--- config.mk ---
export PLATFORM = sky130hd
export DESIGN_NAME = pow_5_rr_arbiter
export DESIGN_NICKNAME = d
export VERILOG_FILES = /design/src/rtl/pow_5_arb_pkg.sv /design/src/rtl/pow_5_tag_pipe.sv /design/src/rtl/pow_5_rr_arbiter.sv
export SDC_FILE = /design/constraint.sdc
export NUM_CORES = 1
export LEC_CHECK = 0
export CAP_MARGIN = 0
export CORE_MARGIN = 8
export CORE_UTILIZATION = 32
export DETAILED_ROUTE_END_ITERATION = 12
export SYNTH_ARGS = -nofsm -noshare
export SYNTH_HDL_FRONTEND = slang
export SYNTH_SLANG_ARGS = --single-unit
export TNS_END_PERCENT = 50
--- constraint.sdc ---
create_clock -name clk -period 5.42 [get_ports clk]
set_input_delay 1.084 -clock clk [delete_from_list [all_inputs] [get_ports clk]]
set_output_delay 1.084 -clock clk [all_outputs]
set_load 0.02 [all_outputs]
--- src/rtl/pow_5_arb_pkg.sv ---
// Shared types and helpers for the pow_5 round-robin arbiter: default sizes,
// the requester tag carried alongside each operand, and round-robin stepping.
package pow_5_arb_pkg;

    localparam int ARB_W   = 8;
    localparam int ARB_N   = 4;
    localparam int ARB_LAT = 1;

    function automatic int id_width(input int n);
        return (n > 1) ? $clog2(n) : 1;
    endfunction

    localparam int ARB_IDW = id_width(ARB_N);

    // Tag for the default configuration; the arbiter builds the same shape at its own N.
    typedef struct packed {
        logic               vld;
        logic [ARB_IDW-1:0] id;
    } tag_t;

    function automatic int rr_next(input int idx, input int n);
        return (idx + 1 >= n) ? 0 : idx + 1;
    endfunction

endpackage

--- src/rtl/pow_5_tag_pipe.sv ---
// LAT-deep shift register of {valid, id} tags that tracks operands through the
// pow_5 datapath so each result can be matched to its requester.
module pow_5_tag_pipe
    import pow_5_arb_pkg::*;
#(
    parameter int TAG_W = ARB_IDW + 1,
    parameter int LAT   = ARB_LAT
) (
    input  logic             clk,
    input  logic             rst_n,
    input  logic [TAG_W-1:0] i_tag,
    output logic [TAG_W-1:0] o_tag
);

    logic [TAG_W-1:0] r_stage [LAT];

    // NOTE: every stage is reset, not just the head; a stale valid bit left in
    // the pipe would emit a phantom result after reset.
    always_ff @(posedge clk) begin
        if (!rst_n) begin
            for (int i = 0; i < LAT; i++) r_stage[i] <= '0;
        end else begin
            r_stage[0] <= i_tag;
            for (int i = 1; i < LAT; i++) r_stage[i] <= r_stage[i-1];
        end
    end

    assign o_tag = r_stage[LAT-1];

endmodule

--- src/rtl/pow_5_rr_arbiter.sv ---
// Round-robin arbiter sharing one fifth-power datapath among N requesters.
// Define POW_5_ARB_CHECK_EN to gate results on dp_res_vld and flag tag mismatches on err.
module pow_5_rr_arbiter
    import pow_5_arb_pkg::*;
#(
    parameter int  W   = ARB_W,
    parameter int  N   = ARB_N,
    parameter int  LAT = ARB_LAT,
    localparam int IDW = id_width(N)
) (
    input  logic             clk,
    input  logic             rst_n,
    input  logic [N-1:0]     req_vld,
    input  logic [N*W-1:0]   req_n,
    output logic [N-1:0]     req_rdy,
    output logic             dp_n_vld,
    output logic [W-1:0]     dp_n,
    input  logic             dp_res_vld,
    input  logic [W-1:0]     dp_res,
    output logic             res_vld,
    output logic [IDW-1:0]   res_id,
    output logic [W-1:0]     res,
    output logic             err
);

    typedef struct packed {
        logic           vld;
        logic [IDW-1:0] id;
    } arb_tag_t;

    logic [IDW-1:0] r_ptr;
    logic           r_dp_n_vld;
    logic [W-1:0]   r_dp_n;
    arb_tag_t       r_tag_in;
    arb_tag_t       w_tag_out;
    logic [N-1:0]   w_gnt;
    logic [IDW-1:0] w_gnt_id;
    logic           w_hs;
    logic           w_res_fire;
    logic           r_res_vld;
    logic [IDW-1:0] r_res_id;
    logic [W-1:0]   r_res;

    // NOTE: every output of this block gets a default before the loop, so no
    // path leaves a value unassigned and no latch is inferred.
    always_comb begin
        int idx;
        w_gnt    = '0;
        w_gnt_id = '0;
        idx      = int'(r_ptr);
        for (int k = 0; k < N; k++) begin
            idx = rr_next(idx, N);
            if (rst_n && (w_gnt == '0) && req_vld[idx]) begin
                w_gnt[idx] = 1'b1;
                w_gnt_id   = IDW'(idx);
            end
        end
    end

    assign w_hs    = |w_gnt;
    assign req_rdy = w_gnt;

    // NOTE: sequential state uses non-blocking assignments so every register
    // samples pre-edge values regardless of statement order.
    always_ff @(posedge clk) begin
        if (!rst_n) begin
            r_ptr      <= IDW'(N - 1);
            r_dp_n_vld <= 1'b0;
            r_dp_n     <= '0;
            r_tag_in   <= '0;
        end else begin
            r_dp_n_vld   <= w_hs;
            r_tag_in.vld <= w_hs;
            if (w_hs) begin
                r_ptr       <= w_gnt_id;
                r_dp_n      <= req_n[int'(w_gnt_id)*W +: W];
                r_tag_in.id <= w_gnt_id;
            end
        end
    end

    assign dp_n_vld = r_dp_n_vld;
    assign dp_n     = r_dp_n;

    pow_5_tag_pipe #(
        .TAG_W (IDW + 1),
        .LAT   (LAT)
    ) u_tag_pipe (
        .clk   (clk),
        .rst_n (rst_n),
        .i_tag (r_tag_in),
        .o_tag (w_tag_out)
    );

`ifdef POW_5_ARB_CHECK_EN
    logic r_err;

    assign w_res_fire = w_tag_out.vld & dp_res_vld;

    always_ff @(posedge clk) begin
        if (!rst_n) begin
            r_err <= 1'b0;
        end else if (w_tag_out.vld != dp_res_vld) begin
            r_err <= 1'b1;
        end
    end

    assign err = r_err;
`else
    logic w_unused_dp_res_vld;

    assign w_res_fire          = w_tag_out.vld;
    assign w_unused_dp_res_vld = dp_res_vld;
    assign err                 = 1'b0;
`endif

    always_ff @(posedge clk) begin
        if (!rst_n) begin
            r_res_vld <= 1'b0;
            r_res_id  <= '0;
            r_res     <= '0;
        end else begin
            r_res_vld <= w_res_fire;
            if (w_res_fire) begin
                r_res_id <= w_tag_out.id;
                r_res    <= dp_res;
            end
        end
    end

    assign res_vld = r_res_vld;
    assign res_id  = r_res_id;
    assign res     = r_res;

endmodule

==> flow_summary.yaml, run 1 <==
route:
  drt_wl_total_um: 5790
  wl_per_cell_um: 15.6
  drtAntennaViolNets: 0
  route.detailed.drc: 0
  vias_per_cell: 5.26
  drtPass1Iterations: 4
  drt-initial-drc-count: 85
  routed-via-count: 1953
sta:
  rsz0062_at_grt: "no"
  setup_tns_ns: 0
  hold_viol_final: 0
  fin_crit_ns: 5.12
  worstMarginPinSlew_ns: 1.02
  finalSetupViolCount: 0
  fin_skew_ns: 0.00244
  period_share: 0.944
  timing.fmax_mhz: 195
  setup_ws_ns: 0.301
  max_slew_margin: 0.314
  slew_viol_final: 0
grt:
  antenna_found_initial: 0
  grt_pass1_wl_um: 9400
  grt_start_max_net_pins: 30
  grt-ovfl-total: 0
  track_usage: 0.126
  grt_pass1_vias: 1993
clocking:
  root_buffer: "clkbuf_8"
  clockBufferDepth: 2
  clk_pin_slew_ns: 0.10
  insertion_delay_ns: 0.27
  cts_tree: "built"
  ctsHoldBuffers: 0
  numCtsBuffers: 3
  cts_max_level: 1
  cts_sinks: 27
place:
  dpl_cell_area_um2: 2760
  placed_cells: 367
  io_buffers: 69
  gp_congestion: 0.866
  hpwl_um: 4340
  pre_cts_ws_ns: 0.201
run_status:
  status: "finished, final reports clean"
critical_path:
  r2r_start: "r_ptr[0]"
  rr_endpoint: "dp_n[1]"
  critPathMaxFanout: 29
  path_buf_inv: 3
  worst_path_max_delay_cell: "clkdlybuf4s50_1"
  cp.required_ns: 4.34
  startpoint_type: "primary input"
  crit_arrival_ns: 4.03
  crit_path_end_kind: "primary output"
  cp_top_family: "buffers and inverters"
  max_stage_delay_ns: 0.61
  path_cells: "clkdlybuf4s50_1, buf_4, o21ai_0, o22ai_2, o211a_1, or2_1, o211a_1, and2_1, nand2_1, nand3_1, clkdlybuf4s50_1"
  path_class: "primary input to primary output"
  ff2ff_path_depth: 13
  rrSetupSlack_ns: 0.75
floorplanning:
  initial_utilization: 0.324
  die_y_um: 95.5
  dieWidth_um: 95.5
  design.core.area_um2: 6240
  rows: 29
  io_pins: 72
  die_area_um2: 9120
logic_synthesis:
  syn_nets: 289
  syn_inst: 232
  yosysSeqAreaShare: 0.267
  syn_area_um2: 2020
  synth-edff-count: 0
  ys_types: 49
  ys_ff_latch: 27
  syn_avg_cell_area_um2: 8.72
  async_reset_ff_frac: 0
  ys_warn_count: 0
  synthFlopType: "dfxtp_1"
power_and_ir_drop:
  powerDensity_nw_per_um2: 596
  power.leakage_nw: 1.14
  ir_drop_uv: 293
final_layout:
  final_core_util: 0.451
  final_area_um2: 2810
  fillers: 614
  area_growth_pct: 39.0
  drive_gt1_frac: 0.0748
  fin_nets: 352
  antenna_cells: 0
  final_cells: 371
job:
  cap_violations: 0
worst_hold_path:
  min_path_type: "register to register"
  hold_depth: 2
  hold_start: "r_tag_in[0]"
  hold_end: "u_tag_pipe.r_stage[0][0]"
what timing repair did:
| action | in CTS | in global routing |
|---|---|---|
| setup buffers | 0 | 0 |
| resized for setup | 0 | 2 |
| setup endpoints to repair | 0 | 2 |
layer usage:
layer | GRT usage | part of all wire | vias to the layer above
met3 | 0.0575 | 0.11 | 4
li1 | - | - | 981
met5 | 0 | 0 | -
met2 | 0.188 | 0.41 | 71
met1 | 0.166 | 0.48 | 897
met4 | 0.0154 | 0.0024 | 0
report_power, final:
part | switching, mW | total (mW) | internal (mW) | leakage [nW]
Sequential | 0.0451 | 0.307 | 0.262 | 0.223
Combinational | 0.711 | 1.25 | 0.541 | 0.891
Clock | 0.0650 | 0.117 | 0.0522 | 0.0217
Total | 0.821 | 1.68 | 0.855 | 1.14
worst min-delay path, stage by stage, from the launching register on:
cell and delay [ns]:
dfxtp_1 0.32, nand2_1 0.06, inv_1 0.04
registers in the layout (all words and copies together) (netlist names):
| register | flops |
|---|---|
| r_ptr | 2 |
| res_id | 2 |
| r_tag_in | 3 |
| res_vld | 1 |
| u_tag_pipe.r_stage | 3 |
| res | 8 |
| dp_n | 8 |
worst max path at each step:
| stage | from | cells after the start | endpoint |
|---|---|---|---|
| 5_1_grt | r_ptr[0] | 12 | req_rdy[1] |
| 4_1_cts | r_ptr[0] | 12 | req_rdy[0] |
| 3_3_place_gp | rst_n | 11 | req_rdy[0] |
| 6_report | rst_n | 11 | req_rdy[1] |
| 2_1_floorplan | r_ptr[0] | 11 | req_rdy[0] |
| 3_5_place_dp | rst_n | 11 | req_rdy[0] |
final cells by class:
type,instances,area [um^2],area share
inverters,14,52.6,0.0187
clock inverters,1,7.51,0.00267
multi-input cells,173,1330,0.472
flip-flops and latches,27,541,0.192
repair buffers,76,746,0.265
well taps,77,96.3,0.0343
clock buffers,3,41.3,0.0147
cells in the mapped netlist, types with 2 or more instances:
library cell | number | area, um^2
o211a_1 | 3 | 30.0
dfxtp_1 | 27 | 541
mux2_2 | 4 | 45.0
buf_2 | 2 | 10.0
or3_1 | 10 | 62.6
o2111a_1 | 8 | 90.1
or2_1 | 2 | 12.5
a21oi_1 | 3 | 15.0
a41oi_1 | 2 | 17.5
a221o_1 | 8 | 80.1
nand3_1 | 3 | 15.0
a21boi_0 | 2 | 15.0
o21ai_0 | 15 | 75.1
and2b_1 | 4 | 30.0
fa_1 | 2 | 40.0
mux2i_1 | 15 | 150
buf_6 | 4 | 45.0
mux4_2 | 2 | 45.0
o2111ai_1 | 11 | 96.3
nor3_1 | 3 | 15.0
ha_1 | 8 | 100
clkbuf_1 | 10 | 37.5
nor2_1 | 15 | 56.3
nand2_1 | 13 | 48.8
a211oi_1 | 3 | 22.5
and2_1 | 4 | 25.0
inv_1 | 14 | 52.6
nor2b_1 | 14 | 87.6
cell usage in the layout, fill, tap and decap left out, types with 3 or more instances in the layout:
cell,Yosys,final
a211oi_1,3,3
a21oi_1,3,3
a221o_1,8,8
and2_1,4,4
and2b_1,4,4
buf_4,1,7
clkbuf_8,0,3
clkdlybuf4s50_1,0,68
dfxtp_1,27,27
ha_1,8,8
inv_1,14,14
mux2_2,4,4
mux2i_1,15,15
nand2_1,13,13
nand3_1,3,3
nor2_1,15,14
nor2b_1,14,14
nor3_1,3,3
o2111a_1,8,8
o2111ai_1,11,11
o211a_1,3,3
o21ai_0,15,15
or3_1,10,10
metrics by stage:
step	total power, mW	hold slack [ns]
after floorplan	1.22	0.405
after global placement	1.55	0.417
after detailed placement	1.56	0.419
after CTS	1.68	0.440
after global routing	1.81	0.487
final	1.68	0.443
logic make-up (layout without fill, tap and decap cells):
| group | Yosys count | in the layout | share of synthesized area |
|---|---|---|---|
| simple gates | 75 | 75 | 0.202 |
| compound gates | 66 | 66 | 0.264 |
| buf+inv | 32 | 94 | 0.0773 |
| flops | 27 | 27 | 0.267 |
| mux | 21 | 21 | 0.119 |
| fa+ha+maj | 10 | 10 | 0.0693 |
| other cells | 1 | 1 | 0.00185 |
Power figures use the tool's default switching activity.
==> inputs of run 2 (changes only) <==
--- a/config.mk
+++ b/config.mk
@@ -8,6 +8,7 @@
 export CAP_MARGIN = 0
 export CORE_MARGIN = 8
 export CORE_UTILIZATION = 32
+export CTS_CLUSTER_SIZE = 40
 export DETAILED_ROUTE_END_ITERATION = 12
 export SYNTH_ARGS = -nofsm -noshare
 export SYNTH_HDL_FRONTEND = slang
==> results of run 2 <==
Final layout, timing and power as in run 1 (identical DEF).
==> inputs of run 3 (changes only) <==
--- a/config.mk
+++ b/config.mk
@@ -6,7 +6,7 @@
 export NUM_CORES = 1
 export LEC_CHECK = 0
 export CAP_MARGIN = 0
-export CORE_MARGIN = 8
+export CORE_MARGIN = 5
 export CORE_UTILIZATION = 32
 export CTS_CLUSTER_SIZE = 40
 export DETAILED_ROUTE_END_ITERATION = 12
==> run 3 against run 2 <==
Net effect: sequential share of layout area unchanged; combinational power about the same; global-route usage up 1.2 points; clock power about the same; clock skew up 0.010 ns; first-iteration DRC count up 14%; die area down 12%; setup slack better by 0.044 ns; total power down 0.52%; critical path type unchanged.
==> flow_summary.yaml, run 3 (same netlist as run 1, synthesis figures left out) <==
run_status:
  status: "finished, final reports clean"
job:
  cap_violations: 0
critical_path:
  rrSetupSlack_ns: 0.84
  crit_path_end_kind: "primary output"
  ff2ff_path_depth: 12
  crit_arrival_ns: 3.99
  path_class: "primary input to primary output"
  crit_start: "req_vld[2]"
  startpoint_type: "primary input"
  rr_endpoint: "dp_n[0]"
  r2r_start: "r_ptr[1]"
  cp.required_ns: 4.34
  critPathMaxFanout: 6
clocking:
  clockBufferDepth: 2
  insertion_delay_ns: 0.27
  cts_max_level: 1
  numCtsBuffers: 3
  clk_pin_slew_ns: 0.10
  cts_sinks: 27
  root_buffer: "clkbuf_8"
  cts_setup_buffers: 0
  cts_tree: "built"
final_layout:
  area_growth_pct: 39.0
  fin_nets: 352
  layout_commonest_cell: "clkdlybuf4s50_1"
  layout_common_cells: "clkdlybuf4s50_1 (68), dfxtp_1 (27), mux2i_1 (15), o21ai_0 (15)"
  final_cells: 371
  final_core_util: 0.451
  drive_gt1_frac: 0.0748
  antenna_cells: 0
route:
  routed-via-count: 1952
  m1WireLength_um: 2470
  dr_wl_met2_um: 2300
  met3_length_um: 583
  drtAntennaViolNets: 0
  drt_wl_total_um: 5410
  top_layer_used: "met4"
  wl_per_cell_um: 14.6
  drt-initial-drc-count: 97
  drtPass1Iterations: 4
  route.detailed.drc: 0
  vias_per_cell: 5.26
grt:
  grt_pass1_vias: 1929
  grt_pass1_wl_um: 8870
  antenna_found_initial: 0
  grt-ovfl-total: 0
  grt_start_max_net_pins: 30
  track_usage: 0.138
place:
  io_buffers: 69
  hpwl_um: 4110
  placed_cells: 367
  pre_cts_ws_ns: 0.213
  gp_congestion: 0.816
floorplanning:
  rows: 29
  die_y_um: 89.5
  initial_utilization: 0.324
  dieWidth_um: 89.5
  io_pins: 72
  design.core.area_um2: 6240
  die_area_um2: 8010
sta:
  rsz0062_at_grt: "no"
  fin_skew_ns: 0.0124
  period_share: 0.936
  fin_crit_ns: 5.07
  worstMarginPinSlew_ns: 1.02
  max_slew_margin: 0.318
  slew_viol_final: 0
  timing.fmax_mhz: 197
  finalSetupViolCount: 0
  hold_viol_final: 0
  setup_ws_ns: 0.345
  setup_tns_ns: 0
power_and_ir_drop:
  power.leakage_nw: 1.14
  ir_drop_uv: 252
  powerDensity_nw_per_um2: 593
  finalPower_mw: 1.67
worst_hold_path:
  min_path_type: "register to register"
  hold_end: "u_tag_pipe.r_stage[0][0]"
  hold_start: "r_tag_in[0]"
  hold_depth: 2
run 3: where the power goes:
group          leakage (nW)  internal [mW]  switching (mW)
sequential            0.223          0.262          0.0389
combinational         0.891          0.542           0.710
clock                0.0217         0.0521          0.0629
run 3: how the worst max path moves through the flow:
stage,to,depth (start not counted)
2_1_floorplan,req_rdy[0],11
3_3_place_gp,req_rdy[0],10
3_5_place_dp,req_rdy[0],10
4_1_cts,req_rdy[0],12
5_1_grt,req_rdy[1],12
6_report,req_rdy[1],10
run 3: metal layers:
layer,vias up,track usage
met5,-,0
met4,0,0.0230
met3,8,0.0525
met2,74,0.221
met1,892,0.179
li1,978,-
run 3: cell type report:
cell class	instances	area, um^2
clock buffer	3	41.3
clock inverter	1	7.51
fill	658	3430
inverter	14	52.6
multi-input combinational	173	1330
sequential	27	541
tap	77	96.3
timing repair buffer	76	746
run 3: worst max-delay path, cell delays in order:
cell             delay [ns]
clkdlybuf4s50_1        0.54
mux2i_1                0.13
o22a_2                 0.30
o211a_1                0.27
a211oi_1               0.40
o31a_1                 0.28
and2_1                 0.22
nand2_1                0.07
nand3_1                0.09
clkdlybuf4s50_1        0.61
run 3: what timing repair did:
action / CTS / global route
hold buffers: 0 / 0
endpoints found under the setup margin: 0 / 2
resized for setup: 0 / 2
run 3: per-stage QoR:
step                      cell area (um^2)  hold slack, ns
after floorplan                       2020           0.405
after global placement                2760           0.421
after detailed placement              2760           0.428
after CTS                             2810           0.464
after global routing                  2810           0.478
final                                 2810           0.463
